$ cat config.mk
export PLATFORM = sky130hd
export DESIGN_NAME = axi4_lite_slave_responder
export DESIGN_NICKNAME = d
export VERILOG_FILES = /design/src/rtl/axi4_lite_slave_responder.sv
export SDC_FILE = /design/constraint.sdc
export NUM_CORES = 1
export LEC_CHECK = 0
export ABC_AREA = 1
export ABC_CLOCK_PERIOD_IN_PS = 2300
export CELL_PAD_IN_SITES_DETAIL_PLACEMENT = 1
export CELL_PAD_IN_SITES_GLOBAL_PLACEMENT = 1
export CORE_MARGIN = 2
export CORE_UTILIZATION = 43
export CTS_CLUSTER_DIAMETER = 200
export DETAILED_ROUTE_END_ITERATION = 6
export GPL_TIMING_DRIVEN = 0
export HOLD_SLACK_MARGIN = 0.06
export PLACE_DENSITY = 0.71
export SETUP_SLACK_MARGIN = 0.2
export SYNTH_ARGS = -nofsm -noshare
export SYNTH_HDL_FRONTEND = slang
export SYNTH_SLANG_ARGS = --single-unit
$ cat constraint.sdc
create_clock -name aclk -period 2.3 [get_ports aclk]
set_input_delay 0.345 -clock aclk [delete_from_list [all_inputs] [get_ports aclk]]
set_output_delay 0.345 -clock aclk [all_outputs]
set_load 0.02 [all_outputs]
$ cat src/rtl/axi4_lite_slave_responder.sv
// AXI4-Lite slave endpoint backed by a word-addressed register memory, with
// programmable ready-delay injection and DECERR/SLVERR/protection decode.
module axi4_lite_slave_responder #(
  parameter int unsigned              ADDRESS_WIDTH   = 32,
  parameter int unsigned              DATA_WIDTH      = 32,
  parameter int unsigned              MEM_DEPTH       = 16,
  parameter logic [ADDRESS_WIDTH-1:0] BASE_ADDR       = '0,
  parameter int unsigned              DELAY_WIDTH     = 5,
  parameter int unsigned              MAX_DELAY_VALUE = 15,
  parameter bit                       PROT_CHECK      = 1'b0
) (
  input  logic                      aclk,
  input  logic                      areset,
  input  logic [DELAY_WIDTH-1:0]    cfg_write_ready_delay,
  input  logic [DELAY_WIDTH-1:0]    cfg_read_ready_delay,
  input  logic [ADDRESS_WIDTH-1:0]  awaddr,
  input  logic [2:0]                awprot,
  input  logic                      awvalid,
  output logic                      awready,
  input  logic [DATA_WIDTH-1:0]     wdata,
  input  logic [DATA_WIDTH/8-1:0]   wstrb,
  input  logic                      wvalid,
  output logic                      wready,
  output logic [1:0]                bresp,
  output logic                      bvalid,
  input  logic                      bready,
  input  logic [ADDRESS_WIDTH-1:0]  araddr,
  input  logic [2:0]                arprot,
  input  logic                      arvalid,
  output logic                      arready,
  output logic [DATA_WIDTH-1:0]     rdata,
  output logic [1:0]                rresp,
  output logic                      rvalid,
  input  logic                      rready
);

  localparam int unsigned STRB_WIDTH = DATA_WIDTH / 8;
  localparam int unsigned ADDR_LSB   = $clog2(STRB_WIDTH);
  localparam int unsigned IDX_WIDTH  = $clog2(MEM_DEPTH);
  localparam logic [ADDRESS_WIDTH-1:0] MEM_BYTES = ADDRESS_WIDTH'(MEM_DEPTH * STRB_WIDTH);
  localparam logic [DELAY_WIDTH-1:0]   MAX_DELAY = DELAY_WIDTH'(MAX_DELAY_VALUE);

  localparam logic [1:0] RESP_OKAY   = 2'b00;
  localparam logic [1:0] RESP_SLVERR = 2'b10;
  localparam logic [1:0] RESP_DECERR = 2'b11;

  typedef enum logic [1:0] {W_IDLE, W_DELAY, W_ACCEPT, W_RESP} w_state_t;
  typedef enum logic [1:0] {R_IDLE, R_DELAY, R_ACCEPT, R_RESP} r_state_t;

  logic [DATA_WIDTH-1:0] mem [MEM_DEPTH];

  w_state_t w_state, w_next;
  r_state_t r_state, r_next;

  logic [DELAY_WIDTH-1:0]   w_cnt, r_cnt, w_delay, r_delay;
  logic [ADDRESS_WIDTH-1:0] aw_off, ar_off;
  logic [IDX_WIDTH-1:0]     aw_idx, ar_idx;
  logic [1:0]               aw_resp, ar_resp;
  logic                     w_accept_q;
  logic                     unused_prot;

  // Only the non-secure bit of AxPROT participates in the decode.
  assign unused_prot = ^{awprot[2], awprot[0], arprot[2], arprot[0]};

  function automatic logic [1:0] decode(input logic [ADDRESS_WIDTH-1:0] addr,
                                        input logic [ADDRESS_WIDTH-1:0] off,
                                        input logic                     nonsecure);
    if (addr < BASE_ADDR || off >= MEM_BYTES)
      return RESP_DECERR;
    if (off[ADDR_LSB-1:0] != '0)
      return RESP_SLVERR;
    if (PROT_CHECK && nonsecure)
      return RESP_SLVERR;
    return RESP_OKAY;
  endfunction

  function automatic logic [DELAY_WIDTH-1:0] clamp(input logic [DELAY_WIDTH-1:0] cfg);
    return (cfg > MAX_DELAY) ? MAX_DELAY : cfg;
  endfunction

  assign aw_off  = awaddr - BASE_ADDR;
  assign ar_off  = araddr - BASE_ADDR;
  assign aw_idx  = aw_off[ADDR_LSB +: IDX_WIDTH];
  assign ar_idx  = ar_off[ADDR_LSB +: IDX_WIDTH];
  assign aw_resp = decode(awaddr, aw_off, awprot[1]);
  assign ar_resp = decode(araddr, ar_off, arprot[1]);
  assign w_delay = clamp(cfg_write_ready_delay);
  assign r_delay = clamp(cfg_read_ready_delay);

  assign awready = w_accept_q;
  assign wready  = w_accept_q;

  always_comb begin
    w_next = w_state;
    unique case (w_state)
      W_IDLE:   if (awvalid && wvalid) w_next = (w_delay == '0) ? W_ACCEPT : W_DELAY;
      W_DELAY:  if (w_cnt <= DELAY_WIDTH'(1)) w_next = W_ACCEPT;
      W_ACCEPT: w_next = W_RESP;
      W_RESP:   if (bready) w_next = W_IDLE;
      default:  w_next = W_IDLE;
    endcase
  end

  always_comb begin
    r_next = r_state;
    unique case (r_state)
      R_IDLE:   if (arvalid) r_next = (r_delay == '0) ? R_ACCEPT : R_DELAY;
      R_DELAY:  if (r_cnt <= DELAY_WIDTH'(1)) r_next = R_ACCEPT;
      R_ACCEPT: r_next = R_RESP;
      R_RESP:   if (rready) r_next = R_IDLE;
      default:  r_next = R_IDLE;
    endcase
  end

  // Handshake outputs are registered from the next state so they line up with it.
  always_ff @(posedge aclk) begin
    if (areset) begin
      w_state    <= W_IDLE;
      w_cnt      <= '0;
      w_accept_q <= 1'b0;
      bvalid     <= 1'b0;
      bresp      <= RESP_OKAY;
    end else begin
      w_state    <= w_next;
      if (w_state == W_IDLE)
        w_cnt <= w_delay;
      else if (w_state == W_DELAY)
        w_cnt <= w_cnt - DELAY_WIDTH'(1);
      w_accept_q <= (w_next == W_ACCEPT);
      bvalid     <= (w_next == W_RESP);
      if (w_state == W_ACCEPT)
        bresp <= aw_resp;
    end
  end

  always_ff @(posedge aclk) begin
    if (areset) begin
      r_state <= R_IDLE;
      r_cnt   <= '0;
      arready <= 1'b0;
      rvalid  <= 1'b0;
      rresp   <= RESP_OKAY;
      rdata   <= '0;
    end else begin
      r_state <= r_next;
      if (r_state == R_IDLE)
        r_cnt <= r_delay;
      else if (r_state == R_DELAY)
        r_cnt <= r_cnt - DELAY_WIDTH'(1);
      arready <= (r_next == R_ACCEPT);
      rvalid  <= (r_next == R_RESP);
      // Sampling mem here yields the pre-write value for a same-cycle write.
      if (r_state == R_ACCEPT) begin
        rresp <= ar_resp;
        rdata <= (ar_resp == RESP_OKAY) ? mem[ar_idx] : '0;
      end
    end
  end

  always_ff @(posedge aclk) begin
    if (areset) begin
      for (int unsigned i = 0; i < MEM_DEPTH; i++)
        mem[i] <= '0;
    end else if (w_state == W_ACCEPT && aw_resp == RESP_OKAY) begin
      for (int unsigned b = 0; b < STRB_WIDTH; b++)
        if (wstrb[b])
          mem[aw_idx][b*8 +: 8] <= wdata[b*8 +: 8];
    end
  end

endmodule

Word level (Yosys, flattened, before mapping)
Memory sizes are Yosys's and may differ from the RTL's.
Index checks and enable logic that the tools add are counted.
- add/subtract/negate cells: 2
- multipliers: 0
- divide/modulo/power cells: 0
- order comparisons: 8
- equality and inequality tests: 10
- shifts and indexed selects: 0
- multiplexer cells: 52
- bitwise gates (word level): 0
- reduce and logical (&&, ||, !) cells: 15
- operators by type and width (operator ; number):
    $ge A32 B7 Y1 const B ; 2
    $lt A32 B1 Y1 const B ; 2
    $mux W32 ; 2
    $mux W2 ; 16
    $reduce_or A32 Y1 ; 1
    $mux W5 ; 6
    $mux W1 ; 24
    $eq A2 B2 Y1 const B ; 8
    $pmux W2 S4 ; 2
    $gt A5 B4 Y1 const B ; 2
    $le A5 B1 Y1 const B ; 2
    $logic_not A5 Y1 ; 2
    $sub A5 B1 Y5 const B ; 2
    $logic_not A2 Y1 ; 4
    $mux W4 ; 2
    $reduce_bool A2 Y1 ; 4
    $eq A2 B1 Y1 const B ; 2
    $logic_and A1 B1 Y1 ; 2
    $logic_or A1 B1 Y1 ; 2
- bits in registers: 54
- latch bits: 0
- bits in writable memories: 512
- ROM bits: 0
- output and inout port bits: 41
- memories: 1
- memories (memory ; depth ; bits a word ; rd ports ; clocked after memory_dff ; wr ports ; line ; RTL):
    mem ; 16 ; 32 ; 1 ; 0 ; 16 ; 50 ; logic [DATA_WIDTH-1:0] mem [MEM_DEPTH];

Logic depth before layout (Yosys ltp)
Gate-level depths: netlist of run 1.
- depth in word-level cells: 13
- gate-level depth with buffers: 11
- depth with buffers taken out: 9

Least setup slack after synthesis of run 1
No wires, ideal clock.
- path kind: in2reg
- start point: input awaddr[25]
- end point: memory mem[0][0] (enable)
- data arrival time: 1.747 ns
- required time: 1.971 ns
- setup slack: 0.224 ns
- stages: 8
- buffers on the path: 2
- path through: or2_1 > nor3_1 > nand2_1 > nor2_2 > buf_6 > buf_12 > nand4_4 > nand2_1
- RTL lines (element ; line ; RTL):
    start, declared ; 16 ; input logic [ADDRESS_WIDTH-1:0] awaddr,
    end, declared ; 50 ;

==> metrics.txt, run 1 <==
# fillers=6737; Via density=5.81; clock sink total=566; HP Class=in -> reg; status=finished, final reports clean; CP startpoint kind=input pin; WP data arrival=2.59 ns; area grow syn2layout=26.0%; FF+latch area=16500 sq um; Lkg Pwr=13.3 nW; number of global-route vias before repair=23324; clock skew=0.0142 ns; H-tree depth=2; largest net degree at the start of global routing=15; Comb pwr share=10.9%; Core ar.=61600 sq um; # setup viols final=0; number of routed nets with antenna violations=0; # IOs=164; grt ovf=0; relative slew slack=17.4%; Hold Vio Cnt, Final=0; internal cell power=18.3 mW; DRT Wirelength=107 mm; drt drc=0; # rows=91; Clock Tree Buf Depth=3; global-route wire length before repair=151 mm; Die Height=253 um; Clock Latency Late Sink=0.64 ns; sw frac=25.9%; ys async rst share=0%; max cap viols=0; Tcrit/Tclk final=98.8%; Clock Tree Root=clkbuf_16; Worst Tran Pin Value=1.24 ns; post-layout util=54.7%; PortBufs=155; CP Data Required Time=2.62 ns; initial antenna violation count=0; Placer Congestion=0.940; Synth cell types=32; post-DP HPWL=72.3 mm; sequential share of the synthesized area=61.5%; die width=253 um; drt first-iter violations=2513; worst vdd ir=0.000501 V; multi-input logic area=10200 sq um; RSZ-0062 raised after global routing=yes; Crit Path Max Fanout=9; CTS tree=yes; Highest Clock Rate=0.440 GHz; Pre-antenna DRT Iters=5; shortest period the worst path allows=2.27 ns; total track usage=32.8%; register bit total from synthesis=566; CP endpoint kind=flip-flop; Synth Area per Inst=9.76 sq um; Num CTS Buffers=61; number of antenna diodes=0; Setup CP Type=in -> reg; die area=64200 sq um; DR WL/cell=27.2 um; Netlist Area Pre-Place=26800 sq um; number of synthesized flops with an enable pin=512; overall power=24.7 mW; YS warnings=0; vias=22837; Mapped Cells=2740; P_sw=6.39 mW; Max Transition Viols Final=0; CTS Hold Bufs=0; starting density of the core=43.4%; Clock Power Share=41.9%; Layout Nets=3171; Post-Syn Nets=2867; Reg clk slew, reported paths=0.07 ns; sequential power share=47.2%; Pwr Density=732 nW/um^2; Main synth FF type=edfxtp_1; layout cells sized above 1=17.9%
==> power groups by stage <==
stage | logic, mW | clock network, mW | registers [mW]
floorplan | 1.29 | 0 | 11.9
finish | 2.68 | 10.4 | 11.7
detailed placement | 2.40 | 0 | 11.9
global placement | 2.33 | 0 | 11.9
global route | 2.83 | 10.7 | 11.7
CTS | 2.57 | 10.3 | 11.7
==> flip-flops by register name (all words and copies together), names as in the netlist, 2 cells and up <==
register and flops:
bresp 2, mem 512, r_cnt 5, r_state 2, rdata 32, rresp 2, w_cnt 5, w_state 2
==> logic make-up after synthesis <==
| logic type | share of synthesized area, % |
|---|---|
| flops | 61.5 |
| compound gates | 1.39 |
| xor+xnor | 0.0327 |
| simple gates | 32.5 |
| buf+inv | 4.40 |
| fa+ha+maj | 0.187 |
==> critical path, stage by stage <==
cell	delay, ns
clkdlybuf4s50_1	0.59
inv_1	0.20
nand2_1	0.21
nor2_2	0.47
nand4_2	0.45
nand2_4	0.30
==> cell usage after synthesis (2+ instances only) <==
library cell,n,area share [%]
a31oi_1,4,0.094
buf_4,5,0.14
nor2_1,467,6.6
nor3_1,6,0.11
nor2_4,2,0.084
o22ai_1,2,0.047
clkbuf_1,118,1.7
dfxtp_1,54,4.0
edfxtp_1,512,57
a21oi_1,44,0.82
o21ai_0,18,0.34
nand4_4,40,3.2
ha_1,4,0.19
nand4_2,24,1.1
nor2_2,116,2.7
buf_2,35,0.65
or2_1,5,0.12
buf_1,14,0.20
nand2_1,667,9.4
nand3_1,486,9.1
buf_12,3,0.22
inv_1,100,1.4
nand4_1,4,0.094
inv_2,2,0.028
==> stage by stage <==
step           cells  setup TNS (ns)  hold WS, ns  area [sq um]  worst slack, ns
5_1_grt         3931               0        0.438         33700           0.0940
4_1_cts         3903               0        0.321         33200            0.126
3_5_place_dp    3732         -813.39        0.458         29300            -1.62
2_1_floorplan   2740               0        0.450         26800            0.224
6_report        3931               0        0.421         33700           0.0276
3_3_place_gp    3732         -763.23        0.453         29300            -1.59
==> per-layer routing <==
metal | GRT usage (%) | share of wire, %
met5 | 0 | 0
met2 | 54.2 | 48
met1 | 40.8 | 38
met4 | 18.1 | 5.7
met3 | 5.96 | 8.8
==> cells in the final DEF, fill, tap and decap left out, types with 10 or more instances in the layout <==
master and instances:
a21oi_1 44, buf_12 28, buf_2 26, buf_4 68, clkbuf_1 87, clkbuf_16 62
clkbuf_2 33, clkbuf_8 10, clkdlybuf4s50_1 155, clkinv_2 17, dfxtp_1 52, edfxtp_1 512
inv_1 100, nand2_1 600, nand2_4 30, nand2_8 35, nand3_1 486, nand4_4 63
nor2_1 444, nor2_2 133, o21ai_0 18
==> area by class of cell <==
type / instances / area share [%]
sequential: 566 / 48.8
multi-input combinational: 1895 / 30.3
timing repair buffer: 241 / 7.57
clock buffer: 75 / 4.86
tap: 837 / 3.11
buffer: 177 / 2.94
clock inverter: 38 / 1.25
inverter: 102 / 1.14
==> path summary, 6_finish.rpt <==
check / startpoint / endpoint / slack [ns] / depth (start not counted)
max: awaddr[5] / mem[4][9] / 0.03 / 6
min: bready / bvalid / 0.42 / 4
max reg2reg: w_state[1] / mem[6][26] / 0.27 / 11
min reg2reg: rdata[21] / rdata[21] / 0.47 / 2
==> what timing repair did <==
| item | in CTS | in global routing |
|---|---|---|
| gates resized for setup | 259 | 65 |
| pin swaps | 17 | 7 |
| setup endpoints to repair | 1044 | 708 |
| gates cloned | 1 | 1 |
| buffers inserted | 57 | 27 |
Power figures use the tool's default switching activity.
==> run 2, diff against run 1 <==
--- a/config.mk
+++ b/config.mk
@@ -15,6 +15,7 @@
 export DETAILED_ROUTE_END_ITERATION = 6
 export GPL_TIMING_DRIVEN = 0
 export HOLD_SLACK_MARGIN = 0.06
+export MAX_ROUTING_LAYER = met4
 export PLACE_DENSITY = 0.71
 export SETUP_SLACK_MARGIN = 0.2
 export SYNTH_ARGS = -nofsm -noshare
==> run 2 against run 1 <==
  * Power increased by 0.16%
  * Routed wire length up 0.92%
  * Combinational power about the same
  * Fmax grew 1.7%
  * Sequential power about the same
  * Sequential share of layout area is 0.12 points lower
  * Worst setup slack improved by 0.037 ns
  * Worst hold slack worse by 0.021 ns
  * Critical endpoint unchanged
==> metrics.txt, run 2 (same netlist as run 1, synthesis figures left out) <==
status=finished, final reports clean; max cap viols=0; initial antenna violation count=0; Non-Filler Instances=3936; post-DP HPWL=72.3 mm; Clock Latency Late Sink=0.63 ns; DRT met1 WL=41.1 mm; Crit Path Max Fanout=9; CTS Hold Bufs=0; Clock Tree Buf Depth=3; Regs by FF count=mem: 512 flops, rdata: 32 flops; starting density of the core=43.4%; die area=64200 sq um; Via density=5.82; Reg clk slew, reported paths=0.07 ns; Highest Clock Rate=0.447 GHz; WP data arrival=2.55 ns; met2 wire length=51.4 mm; Design Area, Final=33800 sq um; Biggest register=mem; Tcrit/Tclk final=97.2%; slack of the critical path=0.0650 ns; grt ovf=0; PortBufs=155; # rows=91; shortest period the worst path allows=2.23 ns; P_sw=6.43 mW; sequential power share=47.2%; commonest non-fill, non-tap cell in the layout=nand2_1; # setup viols final=0; clock skew=0.0125 ns; Hold Vio Cnt, Final=0; HP Class=in -> reg; Worst R2R Path Depth=11; CTS tree=yes; drt first-iter violations=2667; area grow syn2layout=26.3%; top routing layer used=met4; Slowest-stage cell, CP=clkdlybuf4s50_1; total track usage=33.8%; Worst Tran Pin Value=1.27 ns; Min Hold Slack=0.401 ns; H-tree depth=2; placed cell count=3732; max FFs per register=512; Pre-antenna DRT Iters=6; highest-count cells in the layout ignoring fill and taps=nand2_1 (600), edfxtp_1 (512), nand3_1 (486); crit-path max cell delay=0.58 ns; Placer Congestion=0.957; number of routed nets with antenna violations=0; CP endpoint kind=flip-flop; CP Data Required Time=2.62 ns; Clock Tree Root=clkbuf_16; die width=253 um; CP startpoint kind=input pin; Num CTS Buffers=61; vias=22903; internal cell power=18.3 mW; largest net degree at the start of global routing=15; global-route wire length before repair=152 mm; clock sink total=566; worst hold path cell count=5; # IOs=164; Layout Nets=3176; worst vdd ir=0.000507 V; Max Transition Viols Final=0; DRT Wirelength=108 mm; Die Height=253 um; drt drc=0; Pwr Density=732 nW/um^2; number of global-route vias before repair=23399; number of antenna diodes=0; sw frac=26.0%; relative slew slack=15.5%; Area after DPL=29300 sq um; layout cells sized above 1=17.9%; pre-CTS setup slack=-1.62 ns; Comb pwr share=10.9%; Setup CP Type=in -> reg; Lkg Pwr=13.3 nW; DR WL/cell=27.4 um; Clock Power Share=42.0%; met3 WL=8.95 mm; Core ar.=61600 sq um; Cell Chain, Critical Path=clkdlybuf4s50_1 -> inv_1 -> nand2_1 -> nor2_2 -> nand4_2 -> nand2_4; RSZ-0062 raised after global routing=yes
==> run 2: cell count changes in the layout (fill, tap and decap cells not counted), sizes merged <==
cell / delta
buf: +5
nand4: +1
clkbuf: -1
==> run 2: power by group through the flow <==
stage               Sequential (mW)  Clock [mW]  Combinational [mW]
floorplan                      11.9           0                1.29
global placement               11.9           0                2.33
detailed placement             11.9           0                2.40
CTS                            11.7        10.3                2.57
global route                   11.7        10.7                2.84
finish                         11.7        10.4                2.69
==> run 2: final cells by class <==
| type | count | area (sq um) |
|---|---|---|
| Inverter | 102 | 383 |
| Timing Repair Buffer | 245 | 2600 |
| Tap cell | 837 | 1050 |
| Multi-Input combinational cell | 1896 | 10300 |
| Fill cell | 6724 | 27800 |
| Clock buffer | 75 | 1640 |
| Sequential cell | 566 | 16500 |
| Clock inverter | 38 | 422 |
| Buffer | 177 | 987 |
==> run 2: worst paths after layout <==
check | slack [ns] | endpoint | start
max | 0.07 | mem[4][9] | awaddr[5]
min | 0.40 | rdata[30] | araddr[5]
max reg2reg | 0.25 | mem[14][9] | w_state[1]
min reg2reg | 0.47 | rdata[21] | rdata[21]
==> run 2: worst max-delay path: cells and delay by family <==
kind,cells,cell delay [ns]
simple gates,4,1.45
buf+inv,2,0.74
==> run 2: timing repair <==
action | in CTS | in global routing
endpoints found under the setup margin | 1044 | 708
pin swaps | 17 | 9
buffers inserted | 57 | 31
resized for setup | 259 | 71
gates cloned | 1 | 2
==> run 2: through the flow <==
step	setup TNS [ns]	power (mW)	utilization (%)
finish	0	24.7	54.9
global route	0	25.3	54.9
floorplan	0	13.1	-
CTS	0	24.5	53.9
global placement	-763.23	14.2	47.6
detailed placement	-813.39	14.3	47.6
==> run 2: layer usage <==
| layer | track usage [%] | vias to the layer above |
|---|---|---|
| met3 | 6.29 | 376 |
| met4 | 18.7 | 0 |
| met2 | 54.1 | 1200 |
| met5 | - | - |
| li1 | - | 9920 |
| met1 | 40.5 | 11407 |
